[src/rtl/mod_i2s_tx.sv]
// I2S transmitter: sample FIFO, SCLK divider and frame serialiser with sticky overflow/underrun flags.
// Build option: define MOD_I2S_TX_STEREO_EN for two FIFO pops per frame (left, right); default is mono.
module mod_i2s_tx #(
  parameter int FIFO_DEPTH = 8,
  parameter int SCLK_DIV   = 4
) (
  input  logic                        i_clk,
  input  logic                        i_rst,
  input  logic [31:0]                 i_sample,
  input  logic                        i_valid,
  input  logic                        i_enable,
  output logic                        o_fifo_ready,
  output logic [$clog2(FIFO_DEPTH):0] o_level,
  output logic                        o_sclk,
  output logic                        o_lrclk,
  output logic                        o_sdata,
  output logic                        o_overflow,
  output logic                        o_underrun
);

  localparam int AW       = $clog2(FIFO_DEPTH);
  localparam int PW       = AW + 1;
  localparam int DW       = (SCLK_DIV > 1) ? $clog2(SCLK_DIV) : 1;
  localparam int DIV_TC_I = SCLK_DIV - 1;
  localparam logic [DW-1:0] DIV_TC  = DIV_TC_I[DW-1:0];
  localparam logic [PW-1:0] DEPTH_L = FIFO_DEPTH[PW-1:0];
  localparam logic [PW-1:0] LVL_ONE = PW'(1);

  typedef enum logic [1:0] {S_IDLE, S_RUN, S_DRAIN, S_TAIL} state_e;

  state_e        state_q, state_d;
  logic [DW-1:0] div_q, div_d;
  logic [5:0]    bit_q, bit_d;
  logic          sclk_q, sclk_d;
  logic          lrclk_q, lrclk_d;
  logic          sdata_q, sdata_d;
  logic          ovf_q, ovf_d;
  logic          und_q, und_d;
  logic [31:0]   left_q, left_d;
  logic [31:0]   right_q, right_d;
  logic [PW-1:0] wr_q, wr_d;
  logic [PW-1:0] rd_q, rd_d;
  logic [31:0]   mem [FIFO_DEPTH];

  logic [PW-1:0] level;
  logic [31:0]   head0;
  logic [1:0]    pop_cnt;
  logic          push;
  logic          full_after_pop;
  logic          tick;
  logic          fall;
  logic [4:0]    idx;

  assign level = wr_q - rd_q;
  assign head0 = mem[rd_q[AW-1:0]];

`ifdef MOD_I2S_TX_STEREO_EN
  logic [AW-1:0] rd_nx;
  logic [31:0]   head1;
  assign rd_nx = rd_q[AW-1:0] + AW'(1);
  assign head1 = mem[rd_nx];
`endif

  // NOTE: every signal assigned in this block gets a default first, so no path can infer a latch.
  always_comb begin
    state_d = state_q;
    div_d   = div_q;
    bit_d   = bit_q;
    sclk_d  = sclk_q;
    lrclk_d = lrclk_q;
    sdata_d = sdata_q;
    ovf_d   = ovf_q;
    und_d   = und_q;
    left_d  = left_q;
    right_d = right_q;
    pop_cnt = 2'd0;
    tick    = (state_q != S_IDLE) && (div_q == DIV_TC);
    fall    = tick && sclk_q;
    // Bit index within a slot: falling edge k carries bit (32 - k) mod 32 of the slot word.
    idx     = 5'd0 - bit_q[4:0];

    unique case (state_q)
      S_IDLE: begin
        sclk_d  = 1'b0;
        lrclk_d = 1'b1;
        sdata_d = 1'b0;
        div_d   = '0;
        bit_d   = '0;
        if (i_enable) state_d = S_RUN;
      end
      default: begin
        if (state_q == S_RUN && !i_enable) state_d = S_DRAIN;
        if (tick) begin
          div_d  = '0;
          sclk_d = ~sclk_q;
        end else begin
          div_d = div_q + DW'(1);
        end
        if (fall) begin
          bit_d = bit_q + 6'd1;
          if (state_q == S_TAIL) begin
            state_d = S_IDLE;
            sdata_d = 1'b0;
            bit_d   = '0;
          end else if (bit_q == 6'd0) begin
            // Frame edge: the previous right word's LSB goes out one bit late.
            sdata_d = right_q[0];
            if (state_q == S_DRAIN) begin
              state_d = S_TAIL;
              bit_d   = '0;
            end else begin
              lrclk_d = 1'b0;
`ifdef MOD_I2S_TX_STEREO_EN
              if (level > LVL_ONE) begin
                left_d  = head0;
                right_d = head1;
                pop_cnt = 2'd2;
              end else if (level == LVL_ONE) begin
                left_d  = head0;
                right_d = '0;
                pop_cnt = 2'd1;
                und_d   = 1'b1;
              end else begin
                left_d  = '0;
                right_d = '0;
                und_d   = 1'b1;
              end
`else
              if (level != '0) begin
                left_d  = head0;
                right_d = head0;
                pop_cnt = 2'd1;
              end else begin
                left_d  = '0;
                right_d = '0;
                und_d   = 1'b1;
              end
`endif
            end
          end else if (bit_q == 6'd32) begin
            lrclk_d = 1'b1;
            sdata_d = left_q[0];
          end else begin
            sdata_d = bit_q[5] ? right_q[idx] : left_q[idx];
          end
        end
      end
    endcase

    // A pop in the same cycle frees room before the write is considered.
    full_after_pop = (level == DEPTH_L) && (pop_cnt == 2'd0);
    push           = i_valid && !full_after_pop;
    if (i_valid && full_after_pop) ovf_d = 1'b1;
    wr_d = wr_q + PW'(push);
    rd_d = rd_q + PW'(pop_cnt);
  end

  always_ff @(posedge i_clk) begin
    if (i_rst) begin
      state_q <= S_IDLE;
      div_q   <= '0;
      bit_q   <= '0;
      sclk_q  <= 1'b0;
      lrclk_q <= 1'b1;
      sdata_q <= 1'b0;
      ovf_q   <= 1'b0;
      und_q   <= 1'b0;
      left_q  <= '0;
      right_q <= '0;
      wr_q    <= '0;
      rd_q    <= '0;
    end else begin
      state_q <= state_d;
      div_q   <= div_d;
      bit_q   <= bit_d;
      sclk_q  <= sclk_d;
      lrclk_q <= lrclk_d;
      sdata_q <= sdata_d;
      ovf_q   <= ovf_d;
      und_q   <= und_d;
      left_q  <= left_d;
      right_q <= right_d;
      wr_q    <= wr_d;
      rd_q    <= rd_d;
    end
  end

  // NOTE: the sample storage is deliberately not reset; the pointers alone define which entries are valid.
  always_ff @(posedge i_clk) begin
    if (!i_rst && push) mem[wr_q[AW-1:0]] <= i_sample;
  end

  assign o_level      = level;
  assign o_fifo_ready = (level != DEPTH_L);
  assign o_sclk       = sclk_q;
  assign o_lrclk      = lrclk_q;
  assign o_sdata      = sdata_q;
  assign o_overflow   = ovf_q;
  assign o_underrun   = und_q;

endmodule
[config.mk]
export PLATFORM = sky130hd
export DESIGN_NAME = mod_i2s_tx
export DESIGN_NICKNAME = d
export VERILOG_FILES = /design/src/rtl/mod_i2s_tx.sv
export SDC_FILE = /design/constraint.sdc
export NUM_CORES = 1
export LEC_CHECK = 0
export ABC_AREA = 1
export BUFFER_PORTS_ARGS = -buffer_cell sky130_fd_sc_hd__clkbuf_2
export CAP_MARGIN = 5
export CELL_PAD_IN_SITES_DETAIL_PLACEMENT = 1
export CELL_PAD_IN_SITES_GLOBAL_PLACEMENT = 2
export CORE_ASPECT_RATIO = 0.75
export CORE_MARGIN = 2
export CORE_UTILIZATION = 35
export DETAILED_ROUTE_END_ITERATION = 16
export PLACE_DENSITY_LB_ADDON = 0.1
export SLEW_MARGIN = 20
export SYNTH_ARGS = -nofsm -noshare
export SYNTH_HDL_FRONTEND = slang
export SYNTH_SLANG_ARGS = --single-unit
export TNS_END_PERCENT = 1
[constraint.sdc]
create_clock -name i_clk -period 9.4 [get_ports i_clk]
set_clock_uncertainty 0.2 [all_clocks]
set_input_delay 1.41 -clock i_clk [delete_from_list [all_inputs] [get_ports i_clk]]
set_output_delay 1.41 -clock i_clk [all_outputs]
set_load 0.01 [all_outputs]
; ---- Yosys cells after proc, flatten, opt, wreduce, memory -nomap -nowiden
; Memories as Yosys holds them, arrays and structs flattened. A register that Yosys moved wholly into a read port is not among the register bits.
; Cells that the tools add are included.
[word_totals]
regBits = 55
ramBits = 256
input_bits = 36
out_inout_bits = 10
n_memories = 1
[memory_table]
columns = memory, depth, width, rd, rd_clocked_by_memory_dff, write_ports, line_no
row1 = mem, 8, 32, 1, 1, 1, 43  ; logic [31:0] mem [FIFO_DEPTH];
[classes]
addsub = 6
order_cmp = 1
eq_ne = 9
n_mux = 28
bitwise = 5
n_reduce_logical = 21
[op_table]
columns = cell, count
row1 = $mux W32, 1
row2 = $mux W6, 3
row3 = $mux W1, 15
row4 = $mux W2, 7
row5 = $logic_and A1 B1 Y1, 7
row6 = $add A6 B1 Y6 const B, 1
row7 = $eq A2 B2 Y1 const B, 3
row8 = $eq A6 B6 Y1 const B, 1
row9 = $logic_not A6 Y1, 1
row10 = $lt A5 B6 Y1 const B, 1
row11 = $reduce_and A6 Y1, 1
row12 = $bmux W1 S5, 1
row13 = $not A1 Y1, 5
row14 = $reduce_and A5 Y1, 1
row15 = $sub A1 B5 Y5 const A, 1
row16 = $add A4 B1 Y4, 1
row17 = $add A4 B2 Y4, 1
row18 = $eq A4 B4 Y1 const B, 1
row19 = $logic_not A2 Y1, 2
row20 = $ne A2 B2 Y1 const B, 2
row21 = $ne A4 B4 Y1 const B, 1
row22 = $reduce_and A4 Y1, 1
row23 = $reduce_bool A2 Y1, 2
row24 = $reduce_bool A4 Y1, 1
row25 = 7 further kinds, 9

; ---- Logic depth before layout (Yosys ltp)
; Gate-level depths: netlist of run 1.
[depth]
depth_word = 15
ltp_mapped = 16
depth_no_buf = 14

; ---- Least setup slack after synthesis of run 1
; Ideal clock, no wire load.
[synth_path]
kind = register to output
from = register rd_q[1]
to = output o_fifo_ready
arrival_ns = 1.932
setup_slack_ns = 5.858
path_stages_with_launch = 7
path_buffers = 2
path_cell_list = dfxtp_1 -> inv_1 -> clkbuf_1 -> buf_1 -> fa_1 -> nor3_1 -> nand2_1
[synth_between]
elab_chain_len = 2
[synth_lines]
columns = element, line_no
row1 = "start, declared", 42  ; logic [PW-1:0] rd_q, rd_d;
row2 = "start signal, assigned", 184  ; rd_q <= rd_d;
row3 = $sub A4 B4 Y4, 54  ; assign level = wr_q - rd_q;
row4 = named net o_level[1], 13  ; output logic [$clog2(FIFO_DEPTH):0] o_level,
row5 = $ne A4 B4 Y1, 194  ; assign o_fifo_ready = (level != DEPTH_L);
row6 = "end, declared", 12  ; output logic o_fifo_ready,
; The timed path passes the listed nets, and every way through them passes these cells.

; ---- Worst setup path in the final report of run 1
[layout_path]
from = register rd_q[1]
to = output o_fifo_ready
[layout_between]
elab_chain_len = 2
[layout_lines]
columns = element, line_no
row1 = $sub A4 B4 Y4, 54
row2 = $ne A4 B4 Y1, 194
; No other way between the ends.

==> results of run 1 <==
## through the flow
stage / utilization [%] / worst slack, ps
2_1_floorplan: - / 5860
3_3_place_gp: 37.5 / 4870
3_5_place_dp: 37.7 / 4780
4_1_cts: 40.7 / 4360
5_1_grt: 40.9 / 4180
6_report: 40.9 / 4460
## how the worst max path moves through the flow
| stage | from | endpoint | slack [ps] |
|---|---|---|---|
| after floorplan | rd_q[1] | o_fifo_ready | 5860 |
| after global placement | bit_q[0] | mem[4][14] | 4870 |
| after detailed placement | bit_q[0] | mem[6][13] | 4780 |
| after CTS | rd_q[1] | o_fifo_ready | 4360 |
| after global routing | rd_q[1] | o_fifo_ready | 4180 |
| final | rd_q[1] | o_fifo_ready | 4460 |
## state kept, by name, summed over array words and instances, names as in the netlist, 2 cells and up
signal / cells
wr_q: 4
state_q: 2
div_q: 2
rd_q: 4
right_q: 32
mem: 256
bit_q: 6
## layer usage
layer / track usage (%) / routed length (microns) / vias up
met1: 27.0 / 17200 / 4228
met2: 26.7 / 14400 / 104
met3: 3.04 / 1090 / 33
met5: 0 / 0 / -
met4: 4.46 / 547 / 0
li1: - / - / 4181
## kinds of logic (layout without fill, tap and decap cells)
kind of cell	count (synthesis)	in the layout	synth area share (%)
adder cells (fa/ha/maj)	11	11	1.12
buffers and inverters	122	173	4.29
flip-flops	311	311	67.9
AND/OR/NAND/NOR	691	691	23.5
AO/OA/AOI/OAI	57	57	2.50
XOR/XNOR	10	10	0.677
## cell type report
| class | count | area [sq um] |
|---|---|---|
| Timing Repair Buffer | 61 | 425 |
| Multi-Input combinational cell | 769 | 3640 |
| Clock buffer | 41 | 918 |
| Inverter | 52 | 201 |
| Sequential cell | 311 | 8790 |
| Clock inverter | 19 | 183 |
| Fill cell | 3983 | 21400 |
| Tap cell | 496 | 621 |
## critical path, delay by kind of cell (launching register included)
family	cells	cell delay [ps]
and+or+nand+nor	2	410
DFF	1	310
buffers and inverters	4	1330
xor gates and xnor gates	1	160
adders and majority gates	1	530
## power breakdown
part	leakage (uW)	switching, uW	total (uW)	internal, uW
registers	0.00276	8.13	1520	1510
clock network	0.000550	543	1330	783
logic	0.00198	88.7	118	28.9
total	0.00529	640	2970	2330
## cells in the mapped netlist, drive strengths merged
library cell    n  area share, %
nand2         393             11
edfxtp        256             59
nand3         255             10
dfxtp          55            8.5
inv            51            1.5
a21oi          39            1.7
buf            39            1.8
nor2           34            1.2
clkbuf         31           0.90
ha             10           0.97
o21ai          10           0.39
xor2            6           0.41
xnor2           4           0.27
nor3            3           0.12
nand4           2          0.097
nor3b           2           0.12
o22ai           2          0.097
o32ai           2           0.14
a221oi          1          0.068
a31oi           1          0.048
clkinv          1          0.068
fa              1           0.15
nand2b          1          0.048
o211ai          1          0.058
o21a            1          0.058
or2             1          0.048
==> flow_metrics.py, run 1 <==
metrics = {
    "die": {
        "rows": 60,
        "initial_core_util_pct": 35.8,
        "placeableCoreArea_sq_um": 36200,
        "die_h_microns": 171,
        "dieArea_sq_um": 38600,
        "ios": 46,
        "dieWidth_microns": 226,
    },
    "timing": {
        "rsz0062_at_grt": "false",
        "whs_ps": 229,
        "worst_slew_pin_slew_ps": 1060,
        "tns_ps": 0,
        "fin_crit_sh_pct": 52.5,
        "setup_violations": 0,
        "slew_headroom_pct": 29.6,
        "finalHoldViolations": 0,
        "finalCriticalPeriod_ps": 4940,
        "max_freq_mhz": 203,
        "drv_slew": 0,
    },
    "clock_tree": {
        "root_buffer": "clkbuf_16",
        "insertion_delay_ps": 530,
        "cts_tree": "built",
        "clk_path_buf_depth": 3,
        "clkTransAtPathRegs_ps": 60,
        "numClockSinks": 311,
        "cts_buffers": 34,
        "cts_hold_buf": 0,
        "post_cts_resized": 0,
        "htreeDepth": 2,
        "post_cts_buffers": 0,
    },
    "hold_path": {
        "holdPathEnd": "div_q[0]",
        "hold_start": "div_q[0]",
        "min_path_type": "register to register",
        "min_path_cells": 1,
    },
    "finish": {
        "num_antenna_cells": 0,
        "layout_common_cells": "392 x nand2_1, 256 x edfxtp_1, 244 x nand3_1, 52 x dfxtp_1, 45 x clkbuf_2",
        "fin_nets": 1276,
        "drive_gt1_share_pct": 12.1,
        "synthToLayoutAreaGrowth_pct": 14.2,
        "stdcell_count": 1749,
        "final_area_sq_um": 14800,
        "layout_commonest_cell": "nand2_1",
    },
    "synth": {
        "ys_seq_elements": 311,
        "synth_area_sq_um": 12900,
        "syn_avg_cell_area_sq_um": 10.8,
        "postSynthCellCount": 1202,
        "synth_nets": 1249,
        "ys_seq_area_share_pct": 67.9,
        "yosysUniqueCellTypes": 38,
        "synth_warnings": 0,
    },
    "worst_setup_path": {
        "path_common_cell": "buf_4",
        "reg2reg_from": "bit_q[0]",
        "path_class": "register to output port",
        "cp.arrival_ps": 3330,
        "path_cells": "buf_4 > inv_2 > buf_4 > fa_1 > xor2_1 > nor3_1 > nand2_1 > clkbuf_2",
        "r2r_slack_ps": 4990,
        "cp-end-kind": "output port",
        "crit_path_start_kind": "register",
        "crit_path_top_delay_cell": "buf_4",
        "crit_fanout": 67,
        "rr_worst_depth": 13,
        "critPathMaxStageDelay_ps": 710,
        "r2r_end": "mem[0][14]",
        "cp.required_ps": 7790,
    },
    "placed_design": {
        "place_inst": 1687,
        "dpl.hpwl_microns": 19600,
        "placed_cell_area_sq_um": 13600,
        "place_congestion": 0.741,
        "io_buffers": 45,
    },
    "drt": {
        "first_pass_iters": 4,
        "routedWlPerCell_microns": 19.0,
        "routed_wl_microns": 33200,
        "viasPerCell": 4.89,
        "vias": 8546,
        "postRouteAntennaNets": 0,
        "drc_errors": 0,
        "drt_iter0_drc": 478,
    },
    "run_status": {
        "outcome": "complete, no violations",
    },
    "power": {
        "power.leakage_uw": 0.00529,
        "ir_worst_vdd_uv": 110,
        "finalPower_uw": 2970,
        "power-per-cell-area_nw_per_um2": 201,
    },
    "grt": {
        "grt-ovfl-total": 0,
        "antenna_found_initial": 0,
        "track_usage_pct": 17.9,
        "grt_pass1_wl_microns": 52100,
        "grt_pass1_vias": 8602,
        "grt_max_degree": 69,
    },
    "job": {
        "max_cap_violations": 0,
    },
}
No activity file was read; power rests on OpenSTA's default activity.
==> run 2, diff against run 1 <==
- clock period: 9.4 -> 4.39 ns (I/O delays scaled with it)
==> run 2 against run 1 <==
Cell count grew 0.29%. Via count grew 1.9%. Die area is the same. Critical path type is now register to register. Sequential share of layout area grew 0.18 points. Clock power grew 110%. Critical path depth grew 1. Largest cell class unchanged. Combinational power grew 120%. Wire length grew 4.5%. Non-clock buffer count grew 4.
==> flow_metrics.py, run 2 (synthesis results as in run 1) <==
metrics = {
    "drt": {
        "first_pass_iters": 4,
        "drc_errors": 0,
        "vias": 8705,
        "viasPerCell": 4.96,
        "routedWlPerCell_microns": 19.8,
        "postRouteAntennaNets": 0,
        "drt_iter0_drc": 547,
        "routed_wl_microns": 34700,
    },
    "worst_setup_path": {
        "crit_path_start_kind": "register",
        "cp-end-kind": "register",
        "cp.arrival_ps": 3490,
        "cp.required_ps": 4570,
        "path_class": "register to register",
        "r2r_end": "right_q[16]",
        "reg2reg_from": "rd_q[0]",
        "rr_worst_depth": 9,
        "crit_fanout": 100,
        "r2r_slack_ps": 1080,
    },
    "hold_path": {
        "min_path_type": "primary input to register",
        "min_path_cells": 1,
        "hold_start": "i_sample[10]",
        "holdPathEnd": "mem[1][10]",
    },
    "run_status": {
        "outcome": "complete, no violations",
    },
    "power": {
        "switching_share_pct": 22.0,
        "combPwrFrac_pct": 4.1,
        "power.switching_uw": 1390,
        "power.leakage_uw": 0.00527,
        "ir_worst_vdd_uv": 319,
        "power-per-cell-area_nw_per_um2": 429,
        "clkPwrFrac_pct": 44.3,
        "p_seq_share_pct": 51.6,
        "p_int_uw": 4930,
    },
    "grt": {
        "grt-ovfl-total": 0,
        "track_usage_pct": 18.6,
        "grt_pass1_wl_microns": 54300,
        "antenna_found_initial": 0,
        "grt_max_degree": 101,
        "grt_pass1_vias": 8905,
    },
    "finish": {
        "largest_reg_flops": 256,
        "layout_common_cells": "392 x nand2_1, 256 x edfxtp_1, 244 x nand3_1, 52 x dfxtp_1, 45 x clkbuf_2",
        "stdcell_count": 1754,
        "num_antenna_cells": 0,
        "fill_cells": 3991,
        "drive_gt1_share_pct": 12.0,
        "synthToLayoutAreaGrowth_pct": 13.9,
        "fin_nets": 1281,
        "layout_commonest_cell": "nand2_1",
    },
    "timing": {
        "tns_ps": 0,
        "setup_violations": 0,
        "max_freq_mhz": 302,
        "slew_headroom_pct": 36.4,
        "drv_slew": 0,
        "finalHoldViolations": 0,
        "finalCriticalPeriod_ps": 3310,
        "rsz0062_at_grt": "false",
        "worst_slew_pin_slew_ps": 955,
        "fin_crit_sh_pct": 75.4,
    },
    "die": {
        "die_h_microns": 171,
        "rows": 60,
        "ios": 46,
        "dieWidth_microns": 226,
        "placeableCoreArea_sq_um": 36200,
        "dieArea_sq_um": 38600,
        "initial_core_util_pct": 35.8,
    },
    "clock_tree": {
        "cts_hold_buf": 0,
        "post_cts_buffers": 0,
        "numClockSinks": 311,
        "root_buffer": "clkbuf_16",
        "htreeDepth": 2,
        "cts_buffers": 35,
        "clkTransAtPathRegs_ps": 60,
        "cts_tree": "built",
        "post_cts_resized": 0,
        "clk_path_buf_depth": 3,
        "insertion_delay_ps": 520,
    },
    "placed_design": {
        "io_buffers": 45,
        "place_congestion": 0.739,
        "dpl.hpwl_microns": 19500,
        "place_inst": 1692,
    },
    "job": {
        "max_cap_violations": 0,
    },
}
-- run 2: metal layers --
layer	global-route usage [%]	share of wire (%)	wire length, microns	vias up
met5	0	0	0	-
li1	-	-	-	4193
met3	2.66	3.6	1240	45
met4	4.92	1.9	657	0
met1	28.3	52	18100	4349
met2	27.8	43	14800	118
-- run 2: worst max-delay path, stage by stage, from the launching register on --
cell and delay [ps]:
dfxtp_4 340, buf_4 580, clkinv_2 660, buf_12 430, nand2_1 150, nand3_1 90, nand3_1 180, nand2_1 170
nand3_1 160, a21oi_1 80
-- run 2: through the flow --
stage / utilization, % / worst slack [ps] / power, uW / hold slack [ps] / area [sq um]
CTS: 40.7 / 998 / 6410 / 199 / 14700
global route: 40.7 / 848 / 6540 / 205 / 14700
global placement: 37.7 / 1070 / 3580 / 218 / 13600
finish: 40.7 / 1080 / 6320 / 225 / 14700
floorplan: - / 930 / 3470 / 208 / 12900
detailed placement: 37.7 / 1000 / 3580 / 232 / 13600
-- run 2: worst max-delay path by stage --
stage / cells after the start / start / endpoint / slack, ps
CTS: 11 / wr_q[0] / mem[2][4] / 1000
detailed placement: 11 / wr_q[0] / mem[2][14] / 1000
floorplan: 11 / rd_q[1] / mem[0][0] / 930
finish: 9 / rd_q[0] / right_q[16] / 1080
global route: 9 / rd_q[0] / right_q[19] / 850
global placement: 11 / wr_q[0] / mem[2][15] / 1070
-- run 2: area by class of cell --
| type | count | area, sq um | area share (%) |
|---|---|---|---|
| multi-input combinational | 769 | 3640 | 24.7 |
| tap | 496 | 621 | 4.21 |
| inverter | 52 | 201 | 1.37 |
| sequential | 311 | 8790 | 59.7 |
| timing repair buffer | 65 | 408 | 2.77 |
| clock buffer | 45 | 935 | 6.34 |
| clock inverter | 16 | 140 | 0.951 |
-- run 2: power by group through the flow --
stage                     Sequential (uW)  Clock, uW  Combinational [uW]
after detailed placement             3320          0                 262
after CTS                            3260       2890                 263
final                                3260       2800                 259
after global placement               3320          0                 258
after global routing                 3260       2990                 288
after floorplan                      3320          0                 149
